===== src/rtl/rp_stream_pkg.sv =====
// Shared types and gpio field positions
// for the reconfigurable-partition stream engine.
package rp_stream_pkg;

  typedef enum logic [1:0] {
    PASS  = 2'd0,
    ADD   = 2'd1,
    XOR   = 2'd2,
    BSWAP = 2'd3
  } mode_e;

  typedef enum logic [1:0] {
    IDLE = 2'd0,
    RUN  = 2'd1,
    DROP = 2'd2
  } state_e;

  localparam int GPIO_MODE_LSB = 0;
  localparam int GPIO_K_LSB    = 2;

endpackage


===== src/rtl/rp_stream_fifo.sv =====
// Synchronous FIFO with wrap-bit pointers;
// the head entry is presented combinationally.
module rp_stream_fifo #(
  parameter int DEPTH = 4,
  parameter int WIDTH = 33
) (
  input  logic             clk,
  input  logic             rst_n,
  input  logic             push,
  input  logic [WIDTH-1:0] wdata,
  input  logic             pop,
  output logic [WIDTH-1:0] rdata,
  output logic             full,
  output logic             empty
);

  localparam int AW = $clog2(DEPTH);

  logic [WIDTH-1:0] mem [DEPTH];
  logic [AW:0]      wptr;
  logic [AW:0]      rptr;
  logic             do_push;
  logic             do_pop;

  assign empty = (wptr == rptr);
  assign full  = (wptr[AW] != rptr[AW]) &&
                 (wptr[AW-1:0] == rptr[AW-1:0]);

  assign do_push = push && !full;
  assign do_pop  = pop && !empty;
  assign rdata   = mem[rptr[AW-1:0]];

  always_ff @(posedge clk or negedge rst_n) begin
    if (!rst_n) begin
      wptr <= '0;
      rptr <= '0;
    end else begin
      if (do_push) wptr <= wptr + 1'b1;
      if (do_pop)  rptr <= rptr + 1'b1;
    end
  end

  // Storage needs no reset: pointers define validity.
  always_ff @(posedge clk) begin
    if (do_push) mem[wptr[AW-1:0]] <= wdata;
  end

endmodule


===== src/rtl/rp_stream_engine.sv =====
// AXI-Stream engine: per-packet transform,
// output FIFO, overlength truncation and irq.
module rp_stream_engine
  import rp_stream_pkg::*;
#(
  parameter int DATA_W     = 32,
  parameter int FIFO_DEPTH = 4,
  parameter int GPIO_W     = 10,
  parameter int MAX_BEATS  = 256
) (
  input  logic              clk,
  input  logic              rst_n,
  input  logic [DATA_W-1:0] s_axis_tdata,
  input  logic              s_axis_tvalid,
  output logic              s_axis_tready,
  input  logic              s_axis_tlast,
  output logic [DATA_W-1:0] m_axis_tdata,
  output logic              m_axis_tvalid,
  input  logic              m_axis_tready,
  output logic              m_axis_tlast,
  input  logic [GPIO_W-1:0] gpio,
  input  logic              irq_ack,
  output logic              irq,
  output logic              ovf
);

  localparam int CW = $clog2(MAX_BEATS + 1);

  state_e            state;
  state_e            state_nx;
  mode_e             mode_q;
  mode_e             mode_live;
  mode_e             mode_use;
  logic [7:0]        k_q;
  logic [7:0]        k_live;
  logic [7:0]        k_use;
  logic [CW-1:0]     cnt;
  logic [CW-1:0]     cnt_nx;
  logic [DATA_W-1:0] xf_data;
  logic              accept;
  logic              push;
  logic              push_last;
  logic              trunc;
  logic              latch;
  logic              fifo_full;
  logic              fifo_empty;
  logic [DATA_W:0]   fifo_rdata;

  assign mode_live = mode_e'(gpio[GPIO_MODE_LSB +: 2]);
  assign k_live    = gpio[GPIO_K_LSB +: 8];

  // First beat of a packet sees live gpio.
  assign mode_use = (state == IDLE) ? mode_live : mode_q;
  assign k_use    = (state == IDLE) ? k_live : k_q;

  assign s_axis_tready = rst_n &&
                         ((state == DROP) || !fifo_full);
  assign accept = s_axis_tvalid && s_axis_tready;

  always_comb begin
    xf_data = s_axis_tdata;
    unique case (mode_use)
      PASS: xf_data = s_axis_tdata;
      ADD:  xf_data = s_axis_tdata + DATA_W'(k_use);
      XOR:  xf_data = s_axis_tdata ^ {(DATA_W/8){k_use}};
      BSWAP: begin
        for (int i = 0; i < DATA_W/8; i++)
          xf_data[8*i +: 8] =
            s_axis_tdata[DATA_W-8-8*i +: 8];
      end
      default: xf_data = s_axis_tdata;
    endcase
  end

  always_comb begin
    state_nx  = state;
    cnt_nx    = cnt;
    push      = 1'b0;
    push_last = s_axis_tlast;
    trunc     = 1'b0;
    latch     = 1'b0;
    unique case (state)
      IDLE: begin
        if (accept) begin
          push  = 1'b1;
          latch = 1'b1;
          if (!s_axis_tlast) begin
            state_nx = RUN;
            cnt_nx   = CW'(1);
          end
        end
      end
      RUN: begin
        if (accept) begin
          push = 1'b1;
          if (s_axis_tlast) begin
            state_nx = IDLE;
            cnt_nx   = '0;
          end else if (cnt == CW'(MAX_BEATS - 1)) begin
            push_last = 1'b1;
            trunc     = 1'b1;
            state_nx  = DROP;
            cnt_nx    = '0;
          end else begin
            cnt_nx = cnt + CW'(1);
          end
        end
      end
      DROP: begin
        if (accept && s_axis_tlast) state_nx = IDLE;
      end
      default: begin
        state_nx = IDLE;
        cnt_nx   = '0;
      end
    endcase
  end

  always_ff @(posedge clk or negedge rst_n) begin
    if (!rst_n) begin
      state  <= IDLE;
      cnt    <= '0;
      mode_q <= PASS;
      k_q    <= '0;
    end else begin
      state <= state_nx;
      cnt   <= cnt_nx;
      if (latch) begin
        mode_q <= mode_live;
        k_q    <= k_live;
      end
    end
  end

  // Set beats acknowledge when both land together.
  always_ff @(posedge clk or negedge rst_n) begin
    if (!rst_n) begin
      irq <= 1'b0;
      ovf <= 1'b0;
    end else begin
      if (m_axis_tvalid && m_axis_tready && m_axis_tlast)
        irq <= 1'b1;
      else if (irq_ack)
        irq <= 1'b0;
      if (trunc)
        ovf <= 1'b1;
      else if (irq_ack)
        ovf <= 1'b0;
    end
  end

  rp_stream_fifo #(
    .DEPTH (FIFO_DEPTH),
    .WIDTH (DATA_W + 1)
  ) u_fifo (
    .clk   (clk),
    .rst_n (rst_n),
    .push  (push),
    .wdata ({push_last, xf_data}),
    .pop   (m_axis_tready),
    .rdata (fifo_rdata),
    .full  (fifo_full),
    .empty (fifo_empty)
  );

  assign m_axis_tvalid = !fifo_empty;
  assign m_axis_tdata  = fifo_rdata[DATA_W-1:0];
  assign m_axis_tlast  = fifo_rdata[DATA_W];

endmodule

===== config.mk =====
export PLATFORM = sky130hd
export DESIGN_NAME = rp_stream_engine
export DESIGN_NICKNAME = d
export VERILOG_FILES = /design/src/rtl/rp_stream_pkg.sv /design/src/rtl/rp_stream_fifo.sv /design/src/rtl/rp_stream_engine.sv
export SDC_FILE = /design/constraint.sdc
export NUM_CORES = 1
export LEC_CHECK = 0
export CAP_MARGIN = 20
export CELL_PAD_IN_SITES_DETAIL_PLACEMENT = 1
export CELL_PAD_IN_SITES_GLOBAL_PLACEMENT = 1
export CORE_UTILIZATION = 50
export DETAILED_ROUTE_END_ITERATION = 12
export GPL_TIMING_DRIVEN = 0
export MAX_ROUTING_LAYER = met4
export PLACE_DENSITY_LB_ADDON = 0.1
export SETUP_SLACK_MARGIN = 0.5
export SYNTH_ARGS = -nofsm -noshare
export SYNTH_HDL_FRONTEND = slang
export SYNTH_SLANG_ARGS = --single-unit

===== constraint.sdc =====
create_clock -name clk -period 5.2 [get_ports clk]
set_clock_uncertainty 0.2 [all_clocks]
set_input_delay 1.56 -clock clk [delete_from_list [all_inputs] [get_ports clk]]
set_output_delay 1.56 -clock clk [all_outputs]
set_load 0.02 [all_outputs]

# Word level (Yosys, flattened, before mapping)
# Memory sizes are Yosys's and may differ from the RTL's.
# Cells that the tools add are included.
word_totals:
  ramBits: 132
  rom_bits: 0
  mem_count: 1
  latch_bits: 0
  input_bits: 48
  out_inout_bits: 37
  elab_cells: 77
  regBits: 29
op_classes:
  n_reduce_logical: 17
  div: 0
  add_sub_neg: 4
  n_eq_ne: 14
  order_cmp: 0
  shifts: 0
  mux: 31
  n_mul: 0
  n_bitwise: 2
memory_table:
  columns: ["memory", "words", "word_bits", "read_ports", "rd_clocked_by_memory_dff", "write_ports", "line", "rtl"]
  rows:
  - ["u_fifo.mem", 4, 33, 1, 0, 1, "rp_stream_fifo.sv:19", "logic [WIDTH-1:0] mem [DEPTH];"]
op_table:
  columns: ["op", "n"]
  rows:
  - ["32-bit case mux with 4 select lines", 1]
  - ["9-bit two-way mux", 5]
  - ["32-bit by 8-bit adder with 32-bit output", 1]
  - ["32-bit bitwise XOR", 1]
  - ["9-bit case mux with 3 select lines", 1]
  - ["1-bit two-way mux", 15]
  - ["2-bit two-way mux", 7]
  - ["9-bit by 1-bit adder with 9-bit output, second input constant", 1]
  - ["9-bit by 8-bit == test with 1-bit output, second input constant", 1]
  - ["8-bit two-way mux", 1]
  - ["1-bit logical AND", 7]
  - ["3-bit by 1-bit adder with 3-bit output, second input constant", 2]
  - ["2-bit == test, second input constant", 3]
  - ["2-bit inequality test, second input constant", 3]
  - ["2-bit case mux with 3 select lines", 1]
  - ["5-bit AND reduction", 1]
  - ["2-bit by 1-bit == test with 1-bit output, second input constant", 2]
  - ["2-bit logical NOT", 2]
  - ["4-bit AND reduction", 1]
  - ["2-bit nonzero test", 2]
  - ["3-bit == test", 1]
  - ["3-bit inequality test, second input constant", 1]
  - ["2-bit == test", 1]
  - ["1-bit logical NOT", 2]
  - ["other kinds (5)", 5]

# Logic depth before layout (Yosys ltp)
logic_depth:
  ltp_word: 11
  ltp_mapped: 14
  mapped_depth_nobuf: 12

# By module
# From an unflattened synthesis, not the netlist that was laid out.
unflattened:
  hier_cells: 639
  area_unflattened_um2: 8419.3
by_module_without_submodules:
  columns: ["module", "instances", "area_each_um2", "seq_area_each_um2", "cells_each"]
  rows:
  - ["rp_stream_fifo", 1, 5277.6, 4113.9, 221]
  - ["rp_stream_engine", 1, 3141.8, 575.6, 418]

# Worst setup path before layout
# Ideal clock, no wire load.
synth_path:
  path_kind: "input-to-reg"
  startpoint: "input gpio[3]"
  endpoint: "memory u_fifo.mem[0][9], data pin"
  arrival_ns: 3.502
  path_buffers: 1
  path_stages: 10
  t_required_ns: 4.722
  setup_slack_ns: 1.220
  setup_ns: 0.278
  path_cell_list: "mux2i_1 > inv_1 > ha_1 > a21oi_1 > nor2_1 > o2111a_2 > nor2_1 > buf_2 > a2111oi_0 > or3_1"
synth_between:
  elab_chain_cells: 3
  elab_cells_between_ends: 4
  classes_between: "1 x add/sub; 2 x mux; 1 x bitwise"
synth_rtl:
  columns: ["item", "line", "rtl"]
  rows:
  - ["start, declared", "rp_stream_engine.sv:21", "input logic [GPIO_W-1:0] gpio,"]
  - ["8-bit two-way mux *", "rp_stream_engine.sv:54", "assign k_use = (state == IDLE) ? k_live : k_q;"]
  - ["32-bit by 8-bit adder with 32-bit output or 32-bit bitwise XOR (tied branches)", "rp_stream_engine.sv:64, rp_stream_engine.sv:65", null]
  - ["32-bit case mux with 4 select lines *", "rp_stream_engine.sv:62", "unique case (mode_use)"]
  - ["via u_fifo.wdata[9]", "rp_stream_fifo.sv:10", "input logic [WIDTH-1:0] wdata,"]
  - ["end, declared", "rp_stream_fifo.sv:19", null]
# The timed path passes the listed nets; every way through them passes the cells marked *.

# Worst setup path after layout
layout_path:
  startpoint: "input gpio[3]"
  endpoint: "memory u_fifo.mem[3][9], data pin"
# Same word-level chain as after synthesis.

==> key figures <==
Outcome
  – Status: finished clean

Worst setup path
  – Critical Path Start Type: input pin
  – Worst setup startpoint: gpio[3]
  – CP Capture Type: flip-flop
  – Arrival @ worst endpoint: 4.51 ns
  – Worst R2R Start: state[1]
  – Crit-path max FO: 10
  – Worst EP required: 5.13 ns
  – Type of the worst setup path: in2reg

Yosys
  – Compound-gate portion of the synthesized area: 12.55%
  – Largest family of logic cells by synthesized area: compound AO/OA/AOI/OAI gates
  – Post-synthesis mux area share: 12.21%
  – Number of synthesized flops with an enable pin: 132
  – #FFs+latches synth: 161
  – Synth Warn #: 0
  – Synth top area share: 48.54%
  – Synthesized-area fraction occupied by adder cells: 2.390%
  – Sequential element share of the synthesized area: 57.43%
  – Mapped cell area: 8165 um2
  – Average size of a mapped cell: 12.92 um2
  – Synth Area in Simple Gates: 11.48%
  – Synth async-reset ratio: 18.01%
  – Dominant synthesized flop cell: edfxtp_1
  – Post-Synth XOR/XNOR Area: 1.073%
  – Post-synth top area cell: edfxtp_1
  – Count leader, synth: edfxtp_1
  – Largest cells by area after synthesis: edfxtp_1 (49%), mux4_2 (9.1%), dfrtp_1 (8.9%), nand2_1 (2.8%), mux2_2 (2.2%)
  – Post-synth top cells: edfxtp_1 (132), nand2_1 (61), nor2_1 (35)
  – Mapped Nets: 695
  – Post-Syn Instances: 632
  – Distinct cells, synth: 75

Detailed routing
  – DR vias: 6253
  – DRT iter0 DRCs: 538
  – Antenna Nets Post-Route: 0
  – Vias/cell: 6.460
  – DRC: 0
  – Wire per inst: 26.64 um
  – Initial DRT Pass Iterations: 5
  – Routed WL: 25790 um

Final layout
  – Layout cells sized above 1: 19.02%
  – Sequential cell area: 4690 um2
  – Util after Layout: 63.28%
  – Area Overhead vs Synth: 23.11%
  – Fillers: 1570
  – Antenna cells: 0
  – Multi-input combinational cell area: 3318 um2
  – Fin nets: 802
  – Number of non-filler instances in the completed layout: 968

Placement
  – Placed insts: 934
  – Final GP Congestion: 0.9361
  – Dpl hpwl: 17920 um
  – PortBufs: 82

Clocking
  – CTS buffer count: 17
  – H-tree levels: 4
  – Clk Latency, worst-skew pair: 0.43 ns
  – Clock sink count: 161
  – CTS tree: built
  – Clock root buffer: clkbuf_16
  – Clock Tree Buf Depth: 2
  – Hold Buf Count CTS: 0
  – Clk slew on worst S/H paths: 0.07 ns

STA
  – Setup TNS: 0 ns
  – Final hold violation count: 0
  – Final worst path period share: 88.04%
  – Min Clock Period, post-route: 4.578 ns
  – Max Clock Freq: 218.4 MHz
  – Unrepaired setup endpoints after global routing: false
  – Slew Limit Fails: 0
  – Slew Limit Headroom: 48.32%
  – Setup Viol. Count Final: 0
  – Worst-margin pin slew: 0.7751 ns

Floorplanning
  – CORE AREA: 15890 um2
  – Chip height: 129.8 um
  – Placement Rows: 46
  – IO Pins: 85
  – Starting Density: 51.40%
  – Total Die Area: 16850 um2
  – Die width: 129.8 um

Job
  – Maxcap violations: 0

Global route
  – Largest net degree at the start of global routing: 34
  – Total Routing Usage GR: 33.37%
  – First-pass GRT wire length: 39210 um
  – Grt ovf: 0
  – Initial antenna violation count: 0
  – Number of global-route vias before repair: 6712

Hold path
  – Hold crit path type: reg2reg
  – Hold wc startpoint: cnt[7]

Power
  – Leak: 3.523 nW
  – Peak supply drop: 0.0002939 V
  – Cell Pwr Density: 619.6 nW/um2
-- stage by stage --
step / instance area (um2) / setup WS [ns] / power (mW) / hold slack, ns
floorplan: 8165 / 1.220 / 3.743 / 0.2606
global placement: 9256 / -1.054 / 4.690 / 0.2737
detailed placement: 9366 / -0.1598 / 4.840 / 0.2824
CTS: 9983 / 0.5157 / 6.160 / 0.3003
global route: 10050 / 0.5054 / 6.489 / 0.3149
finish: 10050 / 0.6218 / 6.229 / 0.2991
-- timing repair --
| action | CTS | global route |
|---|---|---|
| endpoints found under the setup margin | 54 | 76 |
| pin swaps | 0 | 2 |
| buffers inserted | 0 | 2 |
| gates resized for setup | 6 | 10 |
-- flip-flops by register name, summed over array words and instances, names as in the netlist --
signal and cells:
u_fifo.mem 132, mode_q 2, k_q 8, u_fifo.rptr 3, ovf 1, u_fifo.wptr 3
irq 1, cnt 9, state 2
-- per-layer routing --
layer	GRT usage [%]	wire length (um)	part of all wire (%)	vias up
li1	-	-	-	2720
met1	40.90	10320	40	3146
met2	54.51	12910	50	301
met3	5.207	1540	6.0	86
met4	15.73	1014	3.9	0
met5	-	0	0	-
-- path summary, 6_finish.rpt --
kind / slack, ns / depth (start not counted) / to
hold / removal: 0.30 / 1 / cnt[7]
setup / recovery: 0.62 / 11 / u_fifo.mem[3][9]
min in group asynchronous: 0.87 / 1 / k_q[5]
setup reg to reg: 1.02 / 13 / u_fifo.mem[3][9]
max in group asynchronous: 3.62 / 1 / u_fifo.wptr[2]
hold reg to reg: 0.30 / 1 / cnt[7]
-- cell families after synthesis --
kind of cell / Yosys count
multiplexers: 56
AO/OA/AOI/OAI: 152
flip-flops: 161
AND/OR/NAND/NOR: 188
adder cells (fa/ha/maj): 15
buffers and inverters: 50
XOR/XNOR: 10
-- critical path: stages --
cell	delay, ns
clkdlybuf4s50_1	0.49
mux2i_4	0.28
inv_1	0.09
ha_1	0.32
a21oi_1	0.25
nor2_1	0.13
o2111a_2	0.34
nor2_1	0.20
clkbuf_4	0.26
a2111oi_0	0.09
or3_1	0.50
-- report_power, final --
| part | leakage (nW) | switching [mW] | internal, mW |
|---|---|---|---|
| logic | 1.68 | 1.82 | 1.19 |
| clock network | 0.281 | 0.583 | 0.682 |
| registers | 1.56 | 0.114 | 1.84 |
| total | 3.52 | 2.52 | 3.71 |
-- layout by cell type, fill, tap and decap left out, types with 4 or more instances in the layout --
| cell type | n |
|---|---|
| edfxtp_1 | 132 |
| clkdlybuf4s50_1 | 81 |
| nand2_1 | 61 |
| nor2_1 | 34 |
| mux4_2 | 33 |
| dfrtp_1 | 29 |
| nand3_1 | 24 |
| a21oi_1 | 22 |
| o21ai_0 | 20 |
| o21ai_1 | 19 |
| buf_2 | 18 |
| inv_1 | 18 |
| clkbuf_16 | 17 |
| mux2_2 | 16 |
| ha_1 | 14 |
| and3_1 | 11 |
| o211ai_1 | 9 |
| a31oi_1 | 9 |
| clkbuf_1 | 8 |
| nor3_1 | 8 |
| a22oi_1 | 8 |
| nand4_1 | 7 |
| buf_4 | 7 |
| a211oi_1 | 6 |
| o22ai_1 | 6 |
| xor2_1 | 6 |
| and2_1 | 5 |
| o31ai_1 | 5 |
| inv_6 | 5 |
| a21o_1 | 4 |
| nor2_2 | 4 |
| xnor2_1 | 4 |
| and2_2 | 4 |
| buf_16 | 4 |
-- cell type report --
type / instances / share of cell area, %
multi-input cells: 421 / 33.01
inverters: 18 / 0.6721
repair buffers: 88 / 9.385
well taps: 216 / 2.689
plain buffers: 32 / 1.680
clock buffers: 17 / 4.232
clock inverters: 15 / 1.680
flip-flops and latches: 161 / 46.65
(Power assumes the default switching activity.)
